--- src/rtl/bch63326_serial_tx_if.sv ---
// ----------------------------------------------------------------------------
// bch63326_serial_tx_if : word-in / bit-out handshake bundle for the BCH(63,32) serial transmitter
// Revision: 1.0
// ----------------------------------------------------------------------------
`default_nettype none

interface bch63326_serial_tx_if #(
  parameter int CNT_W = 16
);
  logic [31:0]      data_in;
  logic             data_valid;
  logic             data_ready;
  logic             ser_out;
  logic             ser_valid;
  logic             ser_ready;
  logic             ser_first;
  logic             ser_last;
  logic             busy;
  logic [CNT_W-1:0] cw_count;

  modport master (
    output data_in, data_valid, ser_ready,
    input  data_ready, ser_out, ser_valid, ser_first, ser_last, busy, cw_count
  );

  modport slave (
    input  data_in, data_valid, ser_ready,
    output data_ready, ser_out, ser_valid, ser_first, ser_last, busy, cw_count
  );
endinterface

`default_nettype wire

--- src/rtl/bch63326_serial_tx.sv ---
// ----------------------------------------------------------------------------
// bch63326_serial_tx : 32 data bits then 31 LFSR parity bits, MSB-first, backpressured
// Revision: 1.0
// ----------------------------------------------------------------------------
`default_nettype none

module bch63326_serial_tx #(
  parameter logic [30:0] GEN_POLY = 31'h7FFF_FFFF,
  parameter int          CNT_W    = 16
) (
  input  wire                     clk,
  input  wire                     rst,
  bch63326_serial_tx_if.slave     bus
);

  typedef enum logic [1:0] {
    S_IDLE   = 2'd0,
    S_DATA   = 2'd1,
    S_PARITY = 2'd2
  } state_t;

  state_t           state_q, state_d;
  logic [31:0]      sh_q, sh_d;
  logic [30:0]      r_q, r_d;
  logic [4:0]       cnt_q, cnt_d;
  logic [CNT_W-1:0] cw_q, cw_d;

  logic             data_ready;
  logic             ser_valid;
  logic             ser_bit;
  logic             ser_first;
  logic             ser_last;
  logic             fb;

  always_ff @(posedge clk) begin
    if (rst) begin
      state_q <= S_IDLE;
      sh_q    <= '0;
      r_q     <= '0;
      cnt_q   <= '0;
      cw_q    <= '0;
    end else begin
      state_q <= state_d;
      sh_q    <= sh_d;
      r_q     <= r_d;
      cnt_q   <= cnt_d;
      cw_q    <= cw_d;
    end
  end

  always_comb begin
    state_d    = state_q;
    sh_d       = sh_q;
    r_d        = r_q;
    cnt_d      = cnt_q;
    cw_d       = cw_q;
    data_ready = 1'b0;
    ser_valid  = 1'b0;
    ser_bit    = 1'b0;
    ser_first  = 1'b0;
    ser_last   = 1'b0;
    fb         = 1'b0;

    case (state_q)
      S_IDLE: begin
        // Ready is masked during reset so nothing is accepted in that cycle.
        data_ready = !rst;
        if (bus.data_valid && !rst) begin
          sh_d    = bus.data_in;
          r_d     = '0;
          cnt_d   = '0;
          state_d = S_DATA;
        end
      end

      S_DATA: begin
        ser_valid = 1'b1;
        ser_bit   = sh_q[31];
        ser_first = (cnt_q == 5'd0);
        if (bus.ser_ready) begin
          fb   = sh_q[31] ^ r_q[30];
          r_d  = {r_q[29:0], 1'b0} ^ (fb ? GEN_POLY : 31'd0);
          sh_d = {sh_q[30:0], 1'b0};
          if (cnt_q == 5'd31) begin
            cnt_d   = '0;
            state_d = S_PARITY;
          end else begin
            cnt_d = cnt_q + 5'd1;
          end
        end
      end

      S_PARITY: begin
        ser_valid = 1'b1;
        ser_bit   = r_q[30];
        ser_last  = (cnt_q == 5'd30);
        if (bus.ser_ready) begin
          r_d = {r_q[29:0], 1'b0};
          if (cnt_q == 5'd30) begin
            cnt_d   = '0;
            cw_d    = cw_q + 1'b1;
            state_d = S_IDLE;
          end else begin
            cnt_d = cnt_q + 5'd1;
          end
        end
      end

      default: state_d = S_IDLE;
    endcase
  end

  assign bus.data_ready = data_ready;
  assign bus.ser_out    = ser_bit;
  assign bus.ser_valid  = ser_valid;
  assign bus.ser_first  = ser_first;
  assign bus.ser_last   = ser_last;
  assign bus.busy       = (state_q != S_IDLE);
  assign bus.cw_count   = cw_q;

endmodule

`default_nettype wire

--- src/flat_wrapper.sv ---
// flat-port wrapper written by rule: the top's interface ports become plain ports
module bch63326_serial_tx_flat 
#(
  parameter logic [30:0] GEN_POLY = 31'h7FFF_FFFF,
  parameter int          CNT_W    = 16
)
  (clk, rst, bus_data_in, bus_data_valid, bus_ser_ready, bus_data_ready, bus_ser_out, bus_ser_valid, bus_ser_first, bus_ser_last, bus_busy, bus_cw_count);
  bch63326_serial_tx_if #(.CNT_W(CNT_W)) bus_i ();
  input  wire clk;
  input  wire rst;
  input wire logic [$bits(bus_i.data_in)-1:0] bus_data_in;
  input wire logic [$bits(bus_i.data_valid)-1:0] bus_data_valid;
  input wire logic [$bits(bus_i.ser_ready)-1:0] bus_ser_ready;
  output wire logic [$bits(bus_i.data_ready)-1:0] bus_data_ready;
  output wire logic [$bits(bus_i.ser_out)-1:0] bus_ser_out;
  output wire logic [$bits(bus_i.ser_valid)-1:0] bus_ser_valid;
  output wire logic [$bits(bus_i.ser_first)-1:0] bus_ser_first;
  output wire logic [$bits(bus_i.ser_last)-1:0] bus_ser_last;
  output wire logic [$bits(bus_i.busy)-1:0] bus_busy;
  output wire logic [$bits(bus_i.cw_count)-1:0] bus_cw_count;
  assign bus_i.data_in = bus_data_in;
  assign bus_i.data_valid = bus_data_valid;
  assign bus_i.ser_ready = bus_ser_ready;
  assign bus_data_ready = bus_i.data_ready;
  assign bus_ser_out = bus_i.ser_out;
  assign bus_ser_valid = bus_i.ser_valid;
  assign bus_ser_first = bus_i.ser_first;
  assign bus_ser_last = bus_i.ser_last;
  assign bus_busy = bus_i.busy;
  assign bus_cw_count = bus_i.cw_count;
  bch63326_serial_tx #(.GEN_POLY(GEN_POLY), .CNT_W(CNT_W)) u_core (.clk(clk), .rst(rst), .bus(bus_i));
endmodule
--- config.mk ---
export PLATFORM = sky130hd
export DESIGN_NAME = bch63326_serial_tx_flat
export DESIGN_NICKNAME = d
export VERILOG_FILES = /design/src/rtl/bch63326_serial_tx_if.sv /design/src/rtl/bch63326_serial_tx.sv /design/src/flat_wrapper.sv
export SDC_FILE = /design/constraint.sdc
export NUM_CORES = 1
export LEC_CHECK = 0
export CAP_MARGIN = 20
export CORE_MARGIN = 2
export CORE_UTILIZATION = 48
export DETAILED_ROUTE_END_ITERATION = 16
export PLACE_DENSITY = 0.72
export SLEW_MARGIN = 20
export SYNTH_ARGS = -nofsm -noshare
export SYNTH_HDL_FRONTEND = slang
export SYNTH_SLANG_ARGS = --single-unit
--- constraint.sdc ---
create_clock -name clk -period 7.3 [get_ports clk]
set_clock_uncertainty 0.2 [all_clocks]
set_input_delay 2.19 -clock clk [delete_from_list [all_inputs] [get_ports clk]]
set_output_delay 2.19 -clock clk [all_outputs]
set_load 0.1 [all_outputs]
Word-level counts from Yosys, hierarchy flattened
Index checks and enable logic that the tools add are counted.

word-level totals
  register bits after elaboration = 86
  input bits = 36
  output and inout bits = 22
  logic and storage cells = 55

cells by class
  add/sub/neg operators = 2
  equality and inequality tests = 9
  mux-type cells = 25
  bitwise logic cells = 2
  reduce and logical (&&, ||, !) cells = 12

operators with widths
  kind                                                                     number
  31-bit 2-to-1 mux                                                        4
  31-bit one-hot mux with 3 select lines                                   1
  32-bit 2-to-1 mux                                                        2
  32-bit one-hot mux with 2 select lines                                   1
  31-bit bitwise XOR                                                       1
  5-bit 2-to-1 mux                                                         5
  16-bit by 1-bit adder with 16-bit output, second input constant          1
  5-bit one-hot mux with 3 select lines                                    1
  5-bit == test, second input constant                                     2
  2-bit 2-to-1 mux                                                         5
  2-bit by 1-bit inequality test with 1-bit output, second input constant  3
  2-bit one-hot mux with 3 select lines                                    1
  3-bit AND reduction                                                      2
  5-bit by 1-bit adder with 5-bit output, second input constant            1
  5-bit zero test                                                          1
  5-bit AND reduction                                                      1
  1-bit 2-to-1 mux                                                         4
  2-bit inequality test, second input constant                             2
  4-bit AND reduction                                                      1
  2-bit nonzero test                                                       2
  3-bit nonzero test                                                       1
  2-bit by 1-bit == test with 1-bit output, second input constant          1
  2-bit == test, second input constant                                     1
  2-bit zero test                                                          1
  5 further kinds                                                          5

Depth between registers and ports, before layout
Gate-level depths: netlist of the first run.

  depth in word-level cells = 5
  depth in mapped cells = 9
  depth with buffers taken out = 7

Worst setup path before layout of the first run
Ideal clock, no wire load.

  path kind = input port to output port
  start = input rst
  end = output bus_data_ready
  arrival time = 4047 ps
  data required time = 4910 ps
  path slack = 863 ps
  stages = 4
  path buffers = 3
  cells stage by stage = clkbuf_1 -> buf_1 -> clkbuf_1 -> nor2_1

on the way
  word-level cells in the longest chain between the ends = 2

RTL lines
  what              RTL line                  source
  from (decl)       flat_wrapper.sv:10        input wire rst;
  1-bit zero test   bch63326_serial_tx.sv:67  data_ready = !rst;
  1-bit 2-to-1 mux  bch63326_serial_tx.sv:64  case (state_q)
  to (decl)         flat_wrapper.sv:14        output wire logic [$bits(bus_i.data_ready)-1:0] bus_data_ready;

Every way passes these cells.

Final worst setup path of the first run
Same ends and word-level chain as after synthesis.

==> results by group, run 1 <==
Run status
  • Outcome: completed

Timing
  • Final Hold Fails: 0
  • Slew headroom: 0.310
  • Fin crit share: 0.807
  • Setup Viol. Count Final: 0
  • Final Max Tran Viols: 0
  • Fin crit period: ~5900 ps
  • Hold WS: 279 ps
  • Setup tns final: 0 ps
  • RSZ-0062 raised after global routing: false
  • Max Freq: around 170 MHz
  • Worst-margin pin slew: 1030 ps

Placement
  • HPWL Detailed: 5.08 mm
  • Placer Congestion: just under 0.8
  • PortBufs: 57
  • Cell Area, Placed: 0.00462 mm^2

Setup path
  • CP Class: in2out
  • R2R Path Start: u_core.state_q[0]
  • Worst r2r dst: u_core.cnt_q[3]
  • CP required: just under 5000 ps
  • CP Launch Type: primary input
  • Setup crit end kind: primary output
  • CP Launch Point: rst
  • Reg2Reg Depth: 7
  • Worst setup path end: bus_data_ready
  • Critical-path maximum fanout: 2
  • Crit path DAT: 3500 ps
  • Flop2flop setup slack: ~4700 ps

Clock tree
  • CTS Sinks: 86
  • CTS tree: yes
  • CTS root buf: clkbuf_8
  • Clock transition at path regs: 80 ps
  • Num CTS Buffers: 9
  • Clock Tree Buf Depth: 2
  • Post-CTS setup buffer count: 0
  • Skew-Pair Late Insertion Delay: 360 ps
  • Cells resized by post-CTS repair: 0
  • CTS Hold Bufs: 0
  • H-tree Lvls: 3

Cells and area
  • Layout cell share with drive strength beyond 1: 0.0620
  • Area grow syn2layout: 21.0%
  • Final instance area: 0.00482 mm^2
  • Register area: 0.00172 mm^2
  • Multi-input gate area: 0.00209 mm^2
  • Ant diodes: 0
  • # nets final: roughly 530
  • Filler instances: ~730

Global routing
  • Vias in the first global route: 3015
  • First-pass GRT wire length: roughly 14 mm
  • Total track usage: 0.192
  • Total gr overflow: 0
  • Pin count of the biggest net entering global routing: 64
  • Initial antenna violation count: 0

Synthesis
  • Syn avg cell area: 9.01 um^2
  • Synth Instances: about 440
  • EDFF count, synth: 0
  • Syn. warnings: 0
  • Synth Flop Type: dfxtp_1
  • Mapped cell area: 0.00398 mm^2
  • Unique cell type count in the Yosys netlist: 44
  • Post-synth ARST share: 0
  • Mapped Nets: 488
  • Post-synthesis register bit count: 86
  • Post-synthesis sequential area ratio: 0.432

Drt
  • Final antenna-violating net count: 0
  • Initial DRC count: 245
  • Routed length per instance: 13.7 um
  • Final wirelength: 8.07 mm
  • Post-route DRC violation count: 0
  • First-pass detailed-route iteration total: 4
  • Via count of the routed design: 3336
  • Average vias per placed instance: 5.66

Power
  • Total power: between 1500 and 2000 uW
  • Worst IR Drop VDD: 0.000185 V
  • LEAKAGE: 0.00172 uW
  • PD cells: between 300 and 400 mW/mm^2

Job
  • Max Cap Violations: 0

Min path
  • HP Class: reg2reg

Floorplan
  • Num ports: just under 60
  • Initial Util: 0.489
  • Horiz. Die Dim: 95.1 um
  • # rows: 33
  • Die outline area: 0.00904 mm^2
  • Core Area: slightly above 0.008 mm^2
  • DIE HEIGHT: between 90 and 100 um
## layer usage
| metal | global-route usage | share of wire | up-vias |
|---|---|---|---|
| met1 | 0.247 | 0.48 | 1573 |
| met4 | 0.0616 | 0.014 | 0 |
| met5 | 0 | 0 | - |
| li1 | - | - | 1686 |
| met2 | 0.308 | 0.46 | 68 |
| met3 | 0.0577 | 0.046 | 9 |
## worst max-delay path: stages
cell and delay, ps:
buf_2 100, nor2_1 70, clkdlybuf4s50_1 1130
## area by class of cell
class | instances | area share
sequential | 86 | 0.357
multi-input combinational | 303 | 0.434
clock buffer | 13 | 0.0330
tap | 105 | 0.0273
clock inverter | 3 | 0.00883
inverter | 16 | 0.0125
timing repair buffer | 63 | 0.127
## flip-flops by register name (all words and copies together) (netlist names)
signal and cells:
u_core.r_q 31, u_core.state_q 2, u_core.cnt_q 5, u_core.sh_q 32, u_core.bus.cw_count 16
## worst min-delay path by stage
stage	cells after the start	endpoint	from
2_1_floorplan	2	u_core.sh_q[0]	u_core.sh_q[0]
3_3_place_gp	2	u_core.sh_q[0]	u_core.sh_q[0]
3_5_place_dp	2	u_core.sh_q[0]	u_core.sh_q[0]
4_1_cts	2	u_core.sh_q[0]	u_core.sh_q[0]
5_1_grt	2	u_core.bus.cw_count[15]	u_core.bus.cw_count[15]
6_report	2	u_core.sh_q[0]	u_core.sh_q[0]
## placed cells by master, fill, tap and decap left out, types with 4 or more instances in the layout
| master | synthesis | routed |
|---|---|---|
| clkdlybuf4s50_1 | 0 | 56 |
| nand2_1 | 9 | 9 |
| nand2b_1 | 4 | 4 |
| nand4_1 | 4 | 4 |
| nor3_1 | 5 | 5 |
| xnor2_1 | 9 | 9 |
| o21ai_0 | 7 | 7 |
| nand3_1 | 8 | 8 |
| nor2b_1 | 4 | 4 |
| nor4_1 | 5 | 5 |
| mux2i_1 | 32 | 32 |
| dfxtp_1 | 86 | 86 |
| clkbuf_8 | 0 | 11 |
| buf_4 | 0 | 6 |
| a211oi_1 | 32 | 32 |
| nor2_1 | 47 | 47 |
| ha_1 | 10 | 9 |
| a21oi_1 | 66 | 65 |
| inv_1 | 16 | 16 |
| a22o_1 | 31 | 31 |
## per-stage QoR
stage	std cells	utilization	setup WS, ps
after floorplan	442	-	863
after global placement	573	0.567	1410
after detailed placement	573	0.567	1410
after CTS	589	0.592	1410
after global routing	589	0.592	1400
final	589	0.592	1410
## synthesized netlist by cell type, types with 5 or more instances
library cell / count / share of area
a211oi_1: 32 / 0.060
nor4_1: 5 / 0.0079
nand2_1: 9 / 0.0085
a22o_1: 31 / 0.068
inv_1: 16 / 0.015
xnor2_1: 9 / 0.020
nor2_1: 47 / 0.044
ha_1: 10 / 0.031
clkbuf_1: 31 / 0.029
a21oi_1: 66 / 0.083
dfxtp_1: 86 / 0.43
mux2i_1: 32 / 0.080
o21ai_0: 7 / 0.0088
nor3_1: 5 / 0.0063
nand3_1: 8 / 0.010
## cell families (layout without fill, tap and decap cells)
family | Yosys count | count (layout) | synth area share
AOI/OAI and AO/OA | 150 | 150 | 0.253
and+or+nand+nor | 98 | 98 | 0.122
DFF | 86 | 86 | 0.432
buffers and inverters | 53 | 95 | 0.0506
muxes | 35 | 35 | 0.0889
adders and majority gates | 10 | 10 | 0.0314
xor gates and xnor gates | 10 | 10 | 0.0220
## report_power, final
part,total [uW],internal (uW),switching [uW]
Sequential,597,551,45.5
Combinational,612,214,398
Clock,339,177,163
(Power assumes the default switching activity.)
==> run 2: changes to the inputs <==
==> constraint.sdc (replaced) <==
create_clock -name clk -period 5.6 [get_ports clk]
set_clock_uncertainty 0.2 [all_clocks]
set_input_delay 1.68 -clock clk [delete_from_list [all_inputs] [get_ports clk]]
set_output_delay 1.68 -clock clk [all_outputs]
set_load 0.1 [all_outputs]
==> run 2 against run 1 <==
Against the previous run:
- critical path depth grew 2
- final area is essentially flat
- core utilization is essentially flat
- count of clock-buffer cells in the layout is the same
- first-iteration DRC count shrank 27%
- via count shrank 0.45%
- flip-flop and latch count is the same
- hold slack gained 1.9 ps
- global-route usage grew 0.43 points
==> results by group, run 2 (synthesized netlist as in run 1, its figures left out) <==
Floorplan
  • Num ports: 58
  • DIE HEIGHT: 95.1 um
  • Die outline area: 0.00904 mm^2
  • Horiz. Die Dim: 95.1 um
  • Initial Util: 0.489
  • Core Area: 0.00813 mm^2
  • # rows: 33

Placement
  • Placer Congestion: 0.784
  • HPWL Detailed: 5.41 mm
  • Post-place setup slack: around 1500 ps
  • PortBufs: 57
  • Cell Area, Placed: 0.00462 mm^2

Global routing
  • Total track usage: 0.196
  • Initial antenna violation count: 0
  • First-pass GRT wire length: 14.2 mm
  • Vias in the first global route: 3111
  • Total gr overflow: 0
  • Pin count of the biggest net entering global routing: 56

Cells and area
  • Layout cell share with drive strength beyond 1: 0.0701
  • # nets final: approximately 530
  • Reg with most FFs: u_core.sh_q
  • Final instance area: 0.00481 mm^2
  • Ant diodes: 0
  • Filler instances: 702
  • Most common cell after layout, fill and taps aside: dfxtp_1
  • Commonest non-fill, non-tap cells in the layout: dfxtp_1, a21oi_1, clkdlybuf4s50_1
  • Final core occ: 0.592
  • Area grow syn2layout: 20.9%
  • Max reg flops: 32

Setup path
  • R2R Path Start: u_core.state_q[1]
  • CP Launch Point: u_core.cnt_q[0]
  • CP max stage delay: 1140 ps
  • Setup crit end kind: primary output
  • CP required: ~3700 ps
  • Cell Chain, Critical Path: inv_1, ha_1, nand4_4, nor2_1, clkdlybuf4s50_1
  • CP Class: reg2out
  • Critical-path maximum fanout: 17
  • Slowest-stage cell, CP: clkdlybuf4s50_1
  • CP Launch Type: register
  • Crit path DAT: 2550 ps

Timing
  • Setup Viol. Count Final: 0
  • Fin crit share: 0.791
  • Hold WS: 281 ps
  • Final WS setup: 1170 ps
  • Setup tns final: 0 ps
  • Worst-margin pin slew: between 1000 and 1500 ps
  • Final Hold Fails: 0
  • Max Freq: 226 MHz
  • RSZ-0062 raised after global routing: false
  • Final Max Tran Viols: 0
  • Fin crit period: between 4000 and 5000 ps
  • Slew headroom: 0.320

Run status
  • Outcome: completed

Clock tree
  • CTS Hold Bufs: 0
  • Clock Tree Buf Depth: 2
  • CTS Sinks: 86
  • Num CTS Buffers: 9
  • CTS tree: yes
  • Cells resized by post-CTS repair: 0
  • CTS root buf: clkbuf_8
  • Clock transition at path regs: ~80 ps
  • Post-CTS setup buffer count: 0
  • H-tree Lvls: 3
  • Skew-Pair Late Insertion Delay: 350 ps

Drt
  • Via count of the routed design: 3321
  • Met3 wire length: 377 um
  • Max layer used: met4
  • Final wirelength: 8.42 mm
  • Initial DRC count: 180
  • Detail Route met2 WL: 3.97 mm
  • Routed length per instance: 14.3 um
  • M1 WL: 4.00 mm
  • First-pass detailed-route iteration total: 4
  • Average vias per placed instance: approximately 5.6
  • Final antenna-violating net count: 0
  • Post-route DRC violation count: 0

Power
  • Worst IR Drop VDD: 0.000193 V
  • LEAKAGE: roughly 0.0017 uW
  • PD cells: around 420 mW/mm^2

Min path
  • Hold_sp: u_core.sh_q[0]
  • HP Class: reg2reg

Job
  • Max Cap Violations: 0
-- run 2: cell count changes in the layout (fill, tap and decap cells not counted) --
cell,change
clkbuf_1,+1
buf_4,+4
clkinv_4,+1
clkinvlp_4,-1
clkdlybuf4s50_1,-3
nor4_1,-1
nor4_2,+1
clkbuf_8,-1
-- run 2: final cells by class --
class	instances	area, um^2	area share
clock inverters	3	43.8	0.00910
flip-flops and latches	86	1720	0.358
multi-input cells	303	2100	0.436
inverters	16	60.1	0.0125
clock buffers	13	149	0.0309
well taps	105	131	0.0273
repair buffers	64	611	0.127
-- run 2: worst max-delay path: cells and delay by family, from the launching register on --
kind,cells,cell delay (ps)
and+or+nand+nor,2,410
buffers and inverters,2,1230
adders and majority gates,1,200
DFF,1,350
-- run 2: path summary, 6_finish.rpt --
| path | to | slack, ps | cells past startpoint |
|---|---|---|---|
| setup / recovery | bus_ser_last | 1170 | 5 |
| hold / removal | u_core.sh_q[0] | 280 | 2 |
| setup reg to reg | u_core.sh_q[18] | 2370 | 8 |
| hold reg to reg | u_core.sh_q[0] | 280 | 2 |
-- run 2: power breakdown --
part | switching [uW] | total, uW | internal [uW]
sequential | 60.6 | 779 | 719
clock | 215 | 434 | 219
combinational | 522 | 805 | 284
-- run 2: metal layers --
| layer | vias up | global-route usage |
|---|---|---|
| li1 | 1683 | - |
| met1 | 1573 | 0.254 |
| met2 | 58 | 0.318 |
| met3 | 7 | 0.0625 |
| met4 | 0 | 0.0471 |
| met5 | - | 0 |
-- run 2: metrics by stage --
stage,total power (uW),cells
after detailed placement,1600,574
after floorplan,1420,442
after global placement,1580,574
final,2020,590
after CTS,2040,590
after global routing,2160,590
==> run 3: changes to the inputs <==
==> constraint.sdc (replaced) <==
create_clock -name clk -period 4.2 [get_ports clk]
set_clock_uncertainty 0.2 [all_clocks]
set_input_delay 1.26 -clock clk [delete_from_list [all_inputs] [get_ports clk]]
set_output_delay 1.26 -clock clk [all_outputs]
set_load 0.1 [all_outputs]
==> run 3 against run 2 <==
Against the previous run:
- first-iteration DRC count increased by 31%
- count of clock-buffer cells in the layout shrank 2
- combinational power grew 35%
- register-to-register slack got worse by 770 ps
- sequential power grew 34%
- wire length shrank 1.9%
- critical path depth down 4
- final cell count is 0.17% lower
- via count decreased by 0.45%
- power up 35%
- flip-flop and latch count is the same
- hold slack better by 4.0 ps
==> results by group, run 3 (synthesized netlist as in run 1, its figures left out) <==
Timing
  • Max Freq: around 300 MHz
  • Fin crit period: 3340 ps
  • Setup tns final: 0 ps
  • Slew headroom: 0.336
  • Final WS setup: roughly 860 ps
  • Final Max Tran Viols: 0
  • Worst-margin pin slew: 995 ps
  • Final Hold Fails: 0
  • RSZ-0062 raised after global routing: false
  • Fin crit share: 0.795
  • Setup Viol. Count Final: 0

Clock tree
  • Num CTS Buffers: 9
  • Clock Tree Buf Depth: 2
  • CTS Hold Bufs: 0
  • H-tree Lvls: 3
  • CTS Sinks: 86
  • Skew-Pair Late Insertion Delay: 350 ps
  • CTS tree: yes
  • Cells resized by post-CTS repair: 0
  • Post-CTS setup buffer count: 0
  • CTS root buf: clkbuf_8
  • Clock transition at path regs: 90 ps

Setup path
  • CP Launch Type: register
  • Setup crit end kind: primary output
  • CP max stage delay: 1150 ps
  • Worst path bufs/invs: 1
  • Worst setup path end: bus_cw_count[9]
  • Critical-path maximum fanout: 5
  • Cell Chain, Critical Path: clkdlybuf4s50_1
  • Worst r2r dst: u_core.bus.cw_count[15]
  • CP Class: reg2out
  • Critical Path Stages: 1
  • Crit path DAT: 1880 ps
  • Delay-heaviest family, CP: buffers and inverters
  • Slowest-stage cell, CP: clkdlybuf4s50_1
  • CP required: roughly 2700 ps
  • Reg2Reg Depth: 6
  • Flop2flop setup slack: 1600 ps
  • R2R Path Start: u_core.state_q[0]
  • CP Launch Point: u_core.bus.cw_count[9]

Cells and area
  • Reg with most FFs: u_core.sh_q
  • Max reg flops: 32
  • Multi-input gate area: ~0.0021 mm^2
  • Layout cell share with drive strength beyond 1: 0.110
  • Area grow syn2layout: 21.0%
  • Most common cell after layout, fill and taps aside: dfxtp_1
  • Filler instances: just under 700
  • Commonest non-fill, non-tap cells in the layout: dfxtp_1, a21oi_1, nor2_1
  • Ant diodes: 0
  • Register area: ~0.0017 mm^2
  • # nets final: 525

Run status
  • Outcome: completed

Power
  • PD cells: ~570 mW/mm^2
  • LEAKAGE: 0.00177 uW
  • Worst IR Drop VDD: 0.000272 V
  • Total power: 2720 uW

Drt
  • First-pass detailed-route iteration total: 4
  • Final antenna-violating net count: 0
  • Post-route DRC violation count: 0
  • Routed length per instance: 14.0 um
  • Initial DRC count: 235
  • Via count of the routed design: 3306
  • Average vias per placed instance: 5.61
  • Final wirelength: about 8.3 mm

Global routing
  • Vias in the first global route: 3102
  • Initial antenna violation count: 0
  • First-pass GRT wire length: 14.3 mm
  • Total track usage: 0.196
  • Total gr overflow: 0
  • Pin count of the biggest net entering global routing: 64

Min path
  • HP Class: reg2reg
  • Hold Crit Depth: 2

Placement
  • HPWL Detailed: 5.38 mm
  • Placer Congestion: 0.776
  • Post-place setup slack: 702 ps
  • PortBufs: 57

Floorplan
  • # rows: 33
  • DIE HEIGHT: 95.1 um
  • Die outline area: 0.00904 mm^2
  • Initial Util: 0.489
  • Num ports: 58
  • Horiz. Die Dim: 95.1 um
  • Core Area: between 0.008 and 0.009 mm^2

Job
  • Max Cap Violations: 0
-- run 3: metal layers --
| metal | global-route usage | part of all wire |
|---|---|---|
| met3 | 0.0498 | 0.037 |
| met1 | 0.264 | 0.49 |
| met5 | 0 | 0 |
| met2 | 0.305 | 0.46 |
| met4 | 0.0700 | 0.018 |
-- run 3: per-stage QoR --
stage                     hold slack [ps]  instance area [um^2]  instances  utilization
after floorplan                       246                  3990        442            -
after global placement                256                  4610        573        0.566
after detailed placement              277                  4610        573        0.566
after CTS                             288                  4820        589        0.592
after global routing                  295                  4820        589        0.592
final                                 285                  4820        589        0.592
-- run 3: final cells by class --
type | count | area share
Inverter | 16 | 0.0125
Clock buffer | 11 | 0.0314
Tap cell | 105 | 0.0273
Timing Repair Buffer | 63 | 0.123
Clock inverter | 5 | 0.0120
Multi-Input combinational cell | 303 | 0.437
Sequential cell | 86 | 0.357
-- run 3: worst min-delay path by stage --
stage,start,endpoint
after CTS,u_core.bus.cw_count[15],u_core.bus.cw_count[15]
after global placement,u_core.sh_q[0],u_core.sh_q[0]
after floorplan,u_core.sh_q[0],u_core.sh_q[0]
after global routing,u_core.sh_q[0],u_core.sh_q[0]
after detailed placement,u_core.bus.cw_count[15],u_core.bus.cw_count[15]
final,u_core.sh_q[0],u_core.sh_q[0]
-- run 3: power by group --
part           switching (uW)  internal [uW]  leakage, uW
Sequential               80.2            958     0.000699
Combinational             696            389     0.000969
Clock                     292            306    0.0000976
Total                    1070           1650      0.00177
